[config.mk]
export PLATFORM = sky130hd
export DESIGN_NAME = layer_stream_ctrl
export DESIGN_NICKNAME = d
export VERILOG_FILES = /design/src/rtl/layer_stream_ctrl.sv
export SDC_FILE = /design/constraint.sdc
export NUM_CORES = 1
export LEC_CHECK = 0
export ABC_AREA = 1
export BUFFER_PORTS_ARGS = -buffer_cell sky130_fd_sc_hd__buf_2
export CAP_MARGIN = 30
export CORE_AREA = 2 2 285 287
export CTS_BUF_LIST = sky130_fd_sc_hd__clkbuf_4
export DETAILED_ROUTE_END_ITERATION = 12
export DIE_AREA = 0 0 287 289
export SETUP_SLACK_MARGIN = 0.3
export SLEW_MARGIN = 15
export SYNTH_ARGS = -nofsm -noshare
export SYNTH_HDL_FRONTEND = slang
export SYNTH_SLANG_ARGS = --single-unit
[constraint.sdc]
create_clock -name clk -period 3.15 [get_ports clk]
set_clock_uncertainty 0.15 [all_clocks]
set_input_delay 0.7875 -clock clk [delete_from_list [all_inputs] [get_ports clk]]
set_output_delay 0.7875 -clock clk [all_outputs]
set_load 0.02 [all_outputs]
[src/rtl/layer_stream_ctrl.sv]
// ============================================================================
// Module      : layer_stream_ctrl
// Description : Frame sequencer for one fused conv/pool layer stage. It feeds
//               an input frame from a synchronous RAM into the layer and
//               stores the layer results in an output RAM.
// Revision    : 1.0 - initial release
// ============================================================================
`default_nettype none

module layer_stream_ctrl #(
    parameter int  WIDTH     = 112,
    parameter int  DIN_W     = 96,
    parameter int  DOUT_W    = 256,
    parameter int  DRAIN_MAX = 1024,
    localparam int c_DIM     = WIDTH * WIDTH,
    localparam int c_DOUT    = (WIDTH / 2) * (WIDTH / 2),
    localparam int c_RA_W    = (c_DIM > 1) ? $clog2(c_DIM) : 1,
    localparam int c_WA_W    = (c_DOUT > 1) ? $clog2(c_DOUT) : 1
) (
    input  logic              clk,
    input  logic              rst_n,
    input  logic              start,
    input  logic              hold,
    output logic              rd_en,
    output logic [c_RA_W-1:0] rd_addr,
    input  logic [DIN_W-1:0]  rd_data,
    output logic              lyr_valid,
    output logic [DIN_W-1:0]  lyr_data,
    input  logic              lyr_vout,
    input  logic [DOUT_W-1:0] lyr_dout,
    output logic              wr_en,
    output logic [c_WA_W-1:0] wr_addr,
    output logic [DOUT_W-1:0] wr_data,
    output logic              busy,
    output logic              done,
    output logic              err
);

    localparam int c_OC_W = $clog2(c_DOUT + 1);
    localparam int c_TM_W = $clog2(DRAIN_MAX + 1);

    localparam logic [c_RA_W-1:0] c_LAST_RD  = c_RA_W'(c_DIM - 1);
    localparam logic [c_OC_W-1:0] c_OUT_FULL = c_OC_W'(c_DOUT);
    localparam logic [c_TM_W-1:0] c_TMO_LAST = c_TM_W'(DRAIN_MAX - 1);

    typedef enum logic [1:0] {
        S_IDLE  = 2'd0,
        S_FEED  = 2'd1,
        S_DRAIN = 2'd2,
        S_DONE  = 2'd3
    } state_t;

    state_t            r_state;
    logic              r_lyr_valid;
    logic              r_busy;
    logic              r_done;
    logic              r_err;
    logic [c_RA_W-1:0] r_rd_addr;
    logic [c_OC_W-1:0] r_out_cnt;
    logic [c_TM_W-1:0] r_tmo_cnt;

    logic w_active;
    logic w_rd_issue;
    logic w_out_full;
    logic w_wr;

    assign w_active   = (r_state == S_FEED) || (r_state == S_DRAIN);
    assign w_rd_issue = (r_state == S_FEED) && !hold;
    assign w_out_full = (r_out_cnt == c_OUT_FULL);
    assign w_wr       = w_active && lyr_vout && !w_out_full;

    // RAM data arrives together with the registered read strobe, so it is
    // passed straight through and masked whenever the strobe is low.
    assign rd_en     = w_rd_issue;
    assign rd_addr   = r_rd_addr;
    assign lyr_valid = r_lyr_valid;
    assign lyr_data  = r_lyr_valid ? rd_data : '0;
    assign wr_en     = w_wr;
    assign wr_addr   = r_out_cnt[c_WA_W-1:0];
    assign wr_data   = w_wr ? lyr_dout : '0;
    assign busy      = r_busy;
    assign done      = r_done;
    assign err       = r_err;

    always_ff @(posedge clk or negedge rst_n) begin
        if (!rst_n) begin
            r_state     <= S_IDLE;
            r_lyr_valid <= 1'b0;
            r_busy      <= 1'b0;
            r_done      <= 1'b0;
            r_err       <= 1'b0;
            r_rd_addr   <= '0;
            r_out_cnt   <= '0;
            r_tmo_cnt   <= '0;
        end else begin
            r_lyr_valid <= w_rd_issue;
            r_done      <= 1'b0;

            if (w_wr) begin
                r_out_cnt <= r_out_cnt + c_OC_W'(1);
            end

            case (r_state)
                S_IDLE: begin
                    if (start) begin
                        r_state <= S_FEED;
                        r_busy  <= 1'b1;
                        r_err   <= 1'b0;
                    end
                end
                S_FEED: begin
                    if (w_rd_issue) begin
                        if (r_rd_addr == c_LAST_RD) begin
                            r_state <= S_DRAIN;
                        end else begin
                            r_rd_addr <= r_rd_addr + c_RA_W'(1);
                        end
                    end
                end
                S_DRAIN: begin
                    if (lyr_vout) begin
                        r_tmo_cnt <= '0;
                    end else begin
                        r_tmo_cnt <= r_tmo_cnt + c_TM_W'(1);
                    end
                    if (w_out_full) begin
                        r_state <= S_DONE;
                        r_done  <= 1'b1;
                    end else if (!lyr_vout && (r_tmo_cnt == c_TMO_LAST)) begin
                        r_state <= S_DONE;
                        r_done  <= 1'b1;
                        r_err   <= 1'b1;
                    end
                end
                S_DONE: begin
                    r_state   <= S_IDLE;
                    r_busy    <= 1'b0;
                    r_rd_addr <= '0;
                    r_out_cnt <= '0;
                    r_tmo_cnt <= '0;
                end
                default: begin
                    r_state <= S_IDLE;
                end
            endcase

            // Any layer output that cannot be stored (frame already full, or
            // arriving outside a frame) is flagged; this outranks a start clear.
            if (lyr_vout && !w_wr) begin
                r_err <= 1'b1;
            end
        end
    end

endmodule

`default_nettype wire
Word level (Yosys, flattened, before mapping). Index checks and enable logic that the tools add are counted. Widths: inputs -> output; s select.

Register bits: 43. Input port bits: 357.

$add $sub $neg: 3. Equality and inequality tests: 14. Mux-type cells: 25. Reductions and logical operators: 20.

Operators with widths (count): $mux 256 (1); $mux 96 (1); $mux 14 (2); $pmux 14 s2 (1); $mux 12 (2); $pmux 11 s2 (1); $add 14x1->14 const B (1); $eq 14x14->1 const B (1); $add 12x1->12 const B (1); $eq 12x12->1 const B (1); $add 11x1->11 const B (1); $eq 11x10->1 const B (1); $mux 11 (1); $mux 2 (5); $mux 1 (8); $pmux 2 s4 (1); $reduce_and 4->1 (2); $reduce_bool 2->1 (4); $ne 2x2->1 const B (3); $ne 3x2->1 const B (2); $logic_and 1x1->1 (5); $eq 2x2->1 const B (2); $logic_not 1->1 (4); $pmux 1 s2 (2); other kinds (9) (9).

Longest topological paths before layout. Gate-level depths: netlist of run 1.

Word-level depth: 8. Depth in mapped cells: 10. Gate-level depth less buffers: 10.

Worst setup path before layout of run 1. No wires, ideal clock.

Kind: reg2out. Start point: reg r_out_cnt[0], in the netlist wr_addr[0]. End point: out wr_data[100]. Data arrival time: 1.752 ns. Setup slack: 0.461 ns. Cell stages (with the launch flop): 9. Path buffers: 2. Cell sequence: dfrtp_1 > inv_1 > ha_1 > nor3b_1 > nand3_1 > nand2_2 > buf_4 > buf_4 > nor2_1.

Cells in the longest elaborated chain, start to end: 4.

Ends and longest elaborated chain: start: declaration (RTL line 59) `logic [c_OC_W-1:0] r_out_cnt;`; start signal: assignment (RTL line 100) `r_out_cnt <= r_out_cnt + c_OC_W'(1);`; $eq 12x12->1 (RTL line 69) `assign w_out_full = (r_out_cnt == c_OUT_FULL);`; $logic_not 1->1 (RTL line 70) `assign w_wr = w_active && lyr_vout && !w_out_full;`; $logic_and 1x1->1 (RTL line 70); $mux 256 (RTL line 80) `assign wr_data = w_wr ? lyr_dout : '0;`; end: declaration (RTL line 33) `output logic [DOUT_W-1:0] wr_data,`.

No other way between the ends.

Final worst setup path of run 1.
Start point: reg r_state[1]. End point: out wr_data[65].

Cells in the longest elaborated chain, start to end: 5. Elaborated cells between the ends (all ways): 6.

Ends and longest elaborated chain: start: declaration (RTL line 53) `state_t r_state;`; start signal: assignment (RTL line 87) `r_state <= S_IDLE;`; start signal: assignment (RTL line 106) `r_state <= S_FEED;`; start signal: assignment (RTL line 114) `r_state <= S_DRAIN;`; $eq 2x1->1 / $eq 2x2->1 (equally long branches) (RTL line 67) `assign w_active = (r_state == S_FEED) || (r_state == S_DRAIN);`; $logic_or 1x1->1 * (RTL line 67); $logic_and 1x1->1 * (2 in a row) (RTL line 70); $mux 256 * (RTL line 80).

Every way passes the cells marked *; elsewhere a longest branch is shown, timed or not.

==> metrics, run 1 <==
Area growth, synth to finish 102%; reg-to-reg critical path startpoint r_state[1]; Final min period 3050 ps; H-tree depth 2; total iterations of the first detailed-routing run 5; Hold Crit Class primary input to asynchronous set/reset pin; CTS Sinks 43; row count 104; vias 9688; flops & latches, synth 43; Syn Inst Count 1147; Initial Utilization 0.0702; Vias/cell 3.25; maxcap violations 0; sequential share of the synthesized area 0.192; Core Util, Final 0.142; most common cell in the netlist inv_1; Placer Congestion 0.871; nature of the critical path endpoint primary output; relative slew slack 0.554; Synth Area in Simple Gates 0.428; Synth Flop Type dfrtp_1; post-synth net total 1512; worst flop-to-flop path endpoint r_tmo_cnt[6]; die area 82900 um^2; Layout Nets 2268; largest net degree at the start of global routing 48; Post-Syn Area 5610 um^2; area leader, netlist inv_1; top-area cell type share of the netlist area 0.264; die height 289 um; number of global-route vias before repair 8394; first-pass GRT wire length 73400 um; DP HPWL 53900 um; Max Clock Freq 328 MHz; Placed Cells 2937; Max Buffers Root-to-Sink 2; most instantiated cells after synthesis 394 x inv_1, 322 x nor2_1, 226 x nand2_1, 45 x nand3_1, 43 x dfrtp_1; area share of fa/ha/maj cells after synthesis 0.0178; I/O Buffers 740; CP Launch Type flop; clk slew on worst S/H paths 150 ps; library cells used by synthesis 26; leak pwr 8.15 nW; final setup fails 0; IO Pins 741; Max Slew Vio Count 0; Warnings, synthesis 0; drt drc 0; maximum net fanout on the critical path 16; count of non-filler cells in the finished layout 2980; drt initial violations 577; largest family of logic cells by synthesized area simple AND/OR/NAND/NOR gates; Hold WS 202 ps; CTS Buf Count 5; Worst EP required 2210 ps; reg2reg path depth 10; RSZ-0062 raised after global routing yes; number of synthesized flops with an enable pin 0; total track usage 0.132; Power per Cell Area 621 nW/um^2; Final Hold Fails 0; grt total ovfl 0; Skew-Pair Late Insertion Delay 390 ps; CTS Root Cell clkbuf_4; number of antenna-violating nets in the routed design 0; mux contribution to synthesized area 0; xor-xnor portion of the synthesized cell area 0.0219; Final period util 0.969; Avg WL per Cell 20.0 um; VDD IR max 0.604 mV; die extent in x 287 um; CP arrival 2120 ps; Compound-Gate Fraction of Synth Area 0.0243; slew of the pin with the lowest slew margin 669 ps; WL final 59700 um; flop2flop setup slack 930 ps; layout cells sized above 1 0.437; syn_area_per_cell 4.89 um^2; critical setup path kind flop to primary output; ys async rst share 1.00; initial antenna violation count 87; largest cells by area after synthesis inv_1 26%, nor2_1 22%, dfrtp_1 19%, nand2_1 15%, nand3_1 4.0%; Core Box Area 79900 um^2; status finished clean; CTS tree yes
-- repair_timing --
action / 4_1_cts / 5_1_grt
buffers inserted: 14 / 0
pin swaps: 3 / 0
resized for setup: 53 / 20
gates cloned: 4 / 1
endpoints found under the setup margin: 271 / 312
hold buffers: 0 / 0
-- where the power goes --
part / total [mW] / switching [mW] / internal, mW / leakage (nW)
Combinational: 5.97 / 3.82 / 2.15 / 7.55
Sequential: 0.781 / 0.144 / 0.637 / 0.575
Clock: 0.295 / 0.202 / 0.0928 / 0.0332
-- registers in the layout, summed over array words and instances (netlist names) --
signal     flops
r_state        2
busy           1
done           1
lyr_valid      1
err            1
r_tmo_cnt     11
rd_addr       14
wr_addr       12
-- layout make-up --
| class | count | area, um^2 |
|---|---|---|
| Sequential cell | 43 | 1080 |
| Timing Repair Buffer | 797 | 4500 |
| Antenna cell | 16 | 40.0 |
| Multi-Input combinational cell | 660 | 2850 |
| Clock buffer | 6 | 45.0 |
| Tap cell | 1060 | 1330 |
| Fill cell | 9452 | 68600 |
| Clock inverter | 2 | 8.76 |
| Inverter | 396 | 1490 |
-- cell usage in the layout, fill, tap and decap left out, drive strengths merged --
master,instances
o21bai,1
xor2,12
nand4,11
nor2,322
a21oi,6
diode,16
clkbuf,7
buf,796
o21ai,17
clkinv,3
inv,395
xnor2,2
dfrtp,43
ha,8
nand3,46
nor3,4
nand2,227
a21o,1
o22ai,1
nor3b,1
nand3b,1
-- critical path, stage by stage, from the launching register on --
cell	delay [ps]
dfrtp_1	390
inv_2	70
ha_4	270
nand2_1	80
inv_2	120
nand2_8	100
buf_16	170
buf_12	170
nor2_1	140
buf_2	190
-- kinds of logic (layout without fill, tap and decap cells) --
group / after synthesis / count (layout)
AOI/OAI and AO/OA: 26 / 26
adders and majority gates: 8 / 8
buffers and inverters: 444 / 1201
and+or+nand+nor: 612 / 612
xor gates and xnor gates: 14 / 14
DFF: 43 / 43
other: 0 / 16
-- stage by stage --
stage | TNS [ps] | setup slack (ps) | cell area (um^2) | total power, mW
2_1_floorplan | 0 | 461 | 5610 | 3.93
3_3_place_gp | 0 | 188 | 10700 | 6.06
3_5_place_dp | 0 | 234 | 10700 | 6.08
4_1_cts | 0 | 104 | 11200 | 7.04
5_1_grt | -208 | -15.8 | 11300 | 7.58
6_report | 0 | 96.7 | 11300 | 7.04
-- worst max-delay path by stage --
stage               startpoint           end  slack [ps]  cells after the start
floorplan           wr_addr[0]  wr_data[100]         460                      8
global placement      lyr_vout   wr_data[55]         190                      8
detailed placement    lyr_vout   wr_data[55]         230                      8
CTS                 wr_addr[0]  wr_data[150]         100                      9
global route        wr_addr[0]  wr_data[168]         -20                      9
finish              r_state[1]   wr_data[65]         100                      9
-- metal layers --
layer	routed length, um	track usage	share of wire	vias to the layer above
li1	-	-	-	4659
met1	26800	0.184	0.45	4290
met2	23700	0.187	0.40	595
met3	7660	0.0601	0.13	108
met4	1270	0.0237	0.021	36
met5	220	0	0.0037	-
(Power assumes the default switching activity.)
==> run 2: changes to the inputs <==
--- a/config.mk
+++ b/config.mk
@@ -5,13 +5,12 @@
 export SDC_FILE = /design/constraint.sdc
 export NUM_CORES = 1
 export LEC_CHECK = 0
-export ABC_AREA = 1
 export BUFFER_PORTS_ARGS = -buffer_cell sky130_fd_sc_hd__buf_2
 export CAP_MARGIN = 30
-export CORE_AREA = 2 2 285 287
+export CORE_AREA = 2 2 290 292
 export CTS_BUF_LIST = sky130_fd_sc_hd__clkbuf_4
 export DETAILED_ROUTE_END_ITERATION = 12
-export DIE_AREA = 0 0 287 289
+export DIE_AREA = 0 0 292 294
 export SETUP_SLACK_MARGIN = 0.3
 export SLEW_MARGIN = 15
 export SYNTH_ARGS = -nofsm -noshare
==> metrics, run 2 <==
total iterations of the first detailed-routing run 4 (was 5); maxcap violations 0 (unchanged); Initial Utilization 0.0572 (was 0.0702); critical setup path kind flop to primary output (unchanged); largest net degree at the start of global routing 68 (was 48); total track usage 0.114 (was 0.132); drt initial violations 338 (was 577); Max Buffers Root-to-Sink 2 (unchanged); layout cells sized above 1 0.621 (was 0.437); leak pwr 5.85 nW (was 8.15 nW); library cells used by synthesis 48 (was 26); area leader, netlist and2_1 (was inv_1); CTS Sinks 43 (unchanged); Hold Crit Class primary input to asynchronous set/reset pin (unchanged); slew of the pin with the lowest slew margin 905 ps (was 669 ps); clk slew on worst S/H paths 150 ps (about the same); number of flip-flops in the largest register 14 (unchanged); initial antenna violation count 102 (was 87); sequential share of the synthesized area 0.227 (was 0.192); failing checks setup timing; most instantiated cells after synthesis 352 x and2_1, 43 x clkbuf_1, 43 x dfrtp_1, 39 x nor2_1, 26 x nand2_1 (was 394 x inv_1, 322 x nor2_1, 226 x nand2_1, 45 x nand3_1, 43 x dfrtp_1); Placer Congestion 0.881 (was 0.871); status complete, but fails checks (was finished clean); Power per Cell Area 266 nW/um^2 (was 621 nW/um^2); Final min period 3200 ps (was 3050 ps); maximum net fanout on the critical path 6 (was 16); ys async rst share 1.00 (unchanged); number of antenna-violating nets in the routed design 0 (unchanged); setup TNS -2940 ps (was 0 ps); Area growth, synth to finish 137% (was 102%); I/O Buffers 740 (unchanged); VDD IR max 0.176 mV (was 0.604 mV); die area 85800 um^2 (was 82900 um^2); worst setup margin -52.6 ps (was 96.7 ps); post-synth net total 1019 (was 1512); die extent in x 292 um (was 287 um); Final Hold Fails 0 (unchanged); syn_area_per_cell 7.25 um^2 (was 4.89 um^2); Worst EP required 2210 ps (about the same); DP HPWL 46900 um (was 53900 um); CTS tree yes (unchanged); WL final 53400 um (was 59700 um); CTS Root Cell clkbuf_4 (unchanged); number of global-route vias before repair 7582 (was 8394); Layout Nets 1766 (was 2268); RSZ-0062 raised after global routing yes (unchanged); Syn Inst Count 654 (was 1147); Post-Syn Area 4740 um^2 (was 5610 um^2); first-pass GRT wire length 66500 um (was 73400 um); die height 294 um (was 289 um); grt total ovfl 0 (unchanged); largest cells by area after synthesis and2_1 46%, dfrtp_1 23%, clkbuf_1 3.4%, nor2_1 3.1%, xnor2_1 2.2% (was inv_1 26%, nor2_1 22%, dfrtp_1 19%, nand2_1 15%, nand3_1 4.0%); nature of the critical path endpoint primary output (unchanged); IO Pins 741 (unchanged); Avg WL per Cell 21.3 um (was 20.0 um); Final period util 1.02 (was 0.969); number of synthesized flops with an enable pin 0 (unchanged); drt drc 0 (unchanged); Warnings, synthesis 0 (unchanged); final setup fails 141 (was 0); Max Clock Freq 312 MHz (was 328 MHz); Core Box Area 82900 um^2 (was 79900 um^2); Vias/cell 3.20 (was 3.25); flops & latches, synth 43 (unchanged); most common cell in the netlist and2_1 (was inv_1); vias 8016 (was 9688); H-tree depth 2 (unchanged); CTS Buf Count 5 (unchanged); CP arrival 2270 ps (was 2120 ps); commonest non-fill, non-tap cell in the layout buf_2 (unchanged); Max Slew Vio Count 0 (unchanged); Skew-Pair Late Insertion Delay 380 ps (was 390 ps); row count 106 (was 104); relative slew slack 0.389 (was 0.554); most frequent cells in the layout 592 x buf_2, 297 x and2_1, 105 x buf_4 (was 715 x buf_2, 390 x inv_1, 312 x nor2_1); setup slack at placement 71.3 ps (was 234 ps); Synth Flop Type dfrtp_1 (unchanged); top-area cell type share of the netlist area 0.465 (was 0.264); CP Launch Type flop (unchanged)
==> run 2: metrics by stage <==
stage	total power, mW	hold slack [ps]	util	std cells	cell area [um^2]
detailed placement	2.41	392	0.118	2446	9820
global placement	2.40	385	0.118	2446	9820
floorplan	1.56	342	-	654	4750
finish	2.99	154	0.136	2506	11200
CTS	2.97	158	0.130	2476	10800
global route	3.17	149	0.135	2495	11200
==> run 2: worst paths after layout <==
kind,from,to,slack [ps],depth (start not counted)
hold reg to reg,r_tmo_cnt[10],r_tmo_cnt[10],420,2
hold / removal,rst_n,r_tmo_cnt[8],150,1
setup / recovery,wr_addr[3],wr_data[39],-50,9
min in group clk,r_tmo_cnt[10],r_tmo_cnt[10],420,2
setup reg to reg,rd_addr[0],rd_addr[2],650,6
max in group asynchronous,rst_n,wr_addr[0],2080,2
==> run 2: cell type report <==
class | count | area, um^2
fillers | 9595 | 71700
repair buffers | 786 | 4970
multi-input cells | 552 | 3640
well taps | 1080 | 1350
flip-flops and latches | 43 | 1080
diodes | 24 | 60.1
inverters | 13 | 48.8
clock inverters | 3 | 43.8
clock buffers | 5 | 37.5
==> run 2: routing by layer <==
| metal | up-vias | wire length, um | global-route usage |
|---|---|---|---|
| met5 | - | 736 | 0 |
| met4 | 116 | 1400 | 0.0200 |
| met3 | 166 | 7360 | 0.0747 |
| met2 | 507 | 28800 | 0.228 |
| met1 | 3620 | 15100 | 0.0921 |
| li1 | 3607 | - | - |
==> run 2: report_power, final <==
group | leakage, nW | switching, mW | internal (mW)
logic | 5.26 | 1.04 | 0.788
registers | 0.539 | 0.147 | 0.637
clock network | 0.0453 | 0.208 | 0.167
==> run 2: cells by family after synthesis <==
logic type / count (synthesis) / share of synthesized area
muxes: 5 / 0.0119
xor gates and xnor gates: 19 / 0.0351
and+or+nand+nor: 469 / 0.585
DFF: 43 / 0.227
AOI/OAI and AO/OA: 51 / 0.0713
buffers and inverters: 59 / 0.0483
adders and majority gates: 8 / 0.0211
==> run 2: repair_timing <==
| item | CTS | global route |
|---|---|---|
| gates cloned | 6 | 4 |
| setup endpoints to repair | 270 | 289 |
| gates resized for setup | 209 | 97 |
| setup buffers | 16 | 2 |
| hold buffers | 0 | 0 |
| pin swaps | 9 | 14 |
==> run 2: worst max-delay path, stage by stage (launching register included) <==
cell,delay [ps]
dfrtp_2,460
nor4b_4,270
buf_4,160
a41oi_4,140
buf_12,190
buf_12,150
buf_6,130
buf_6,120
and2_4,130
buf_6,120
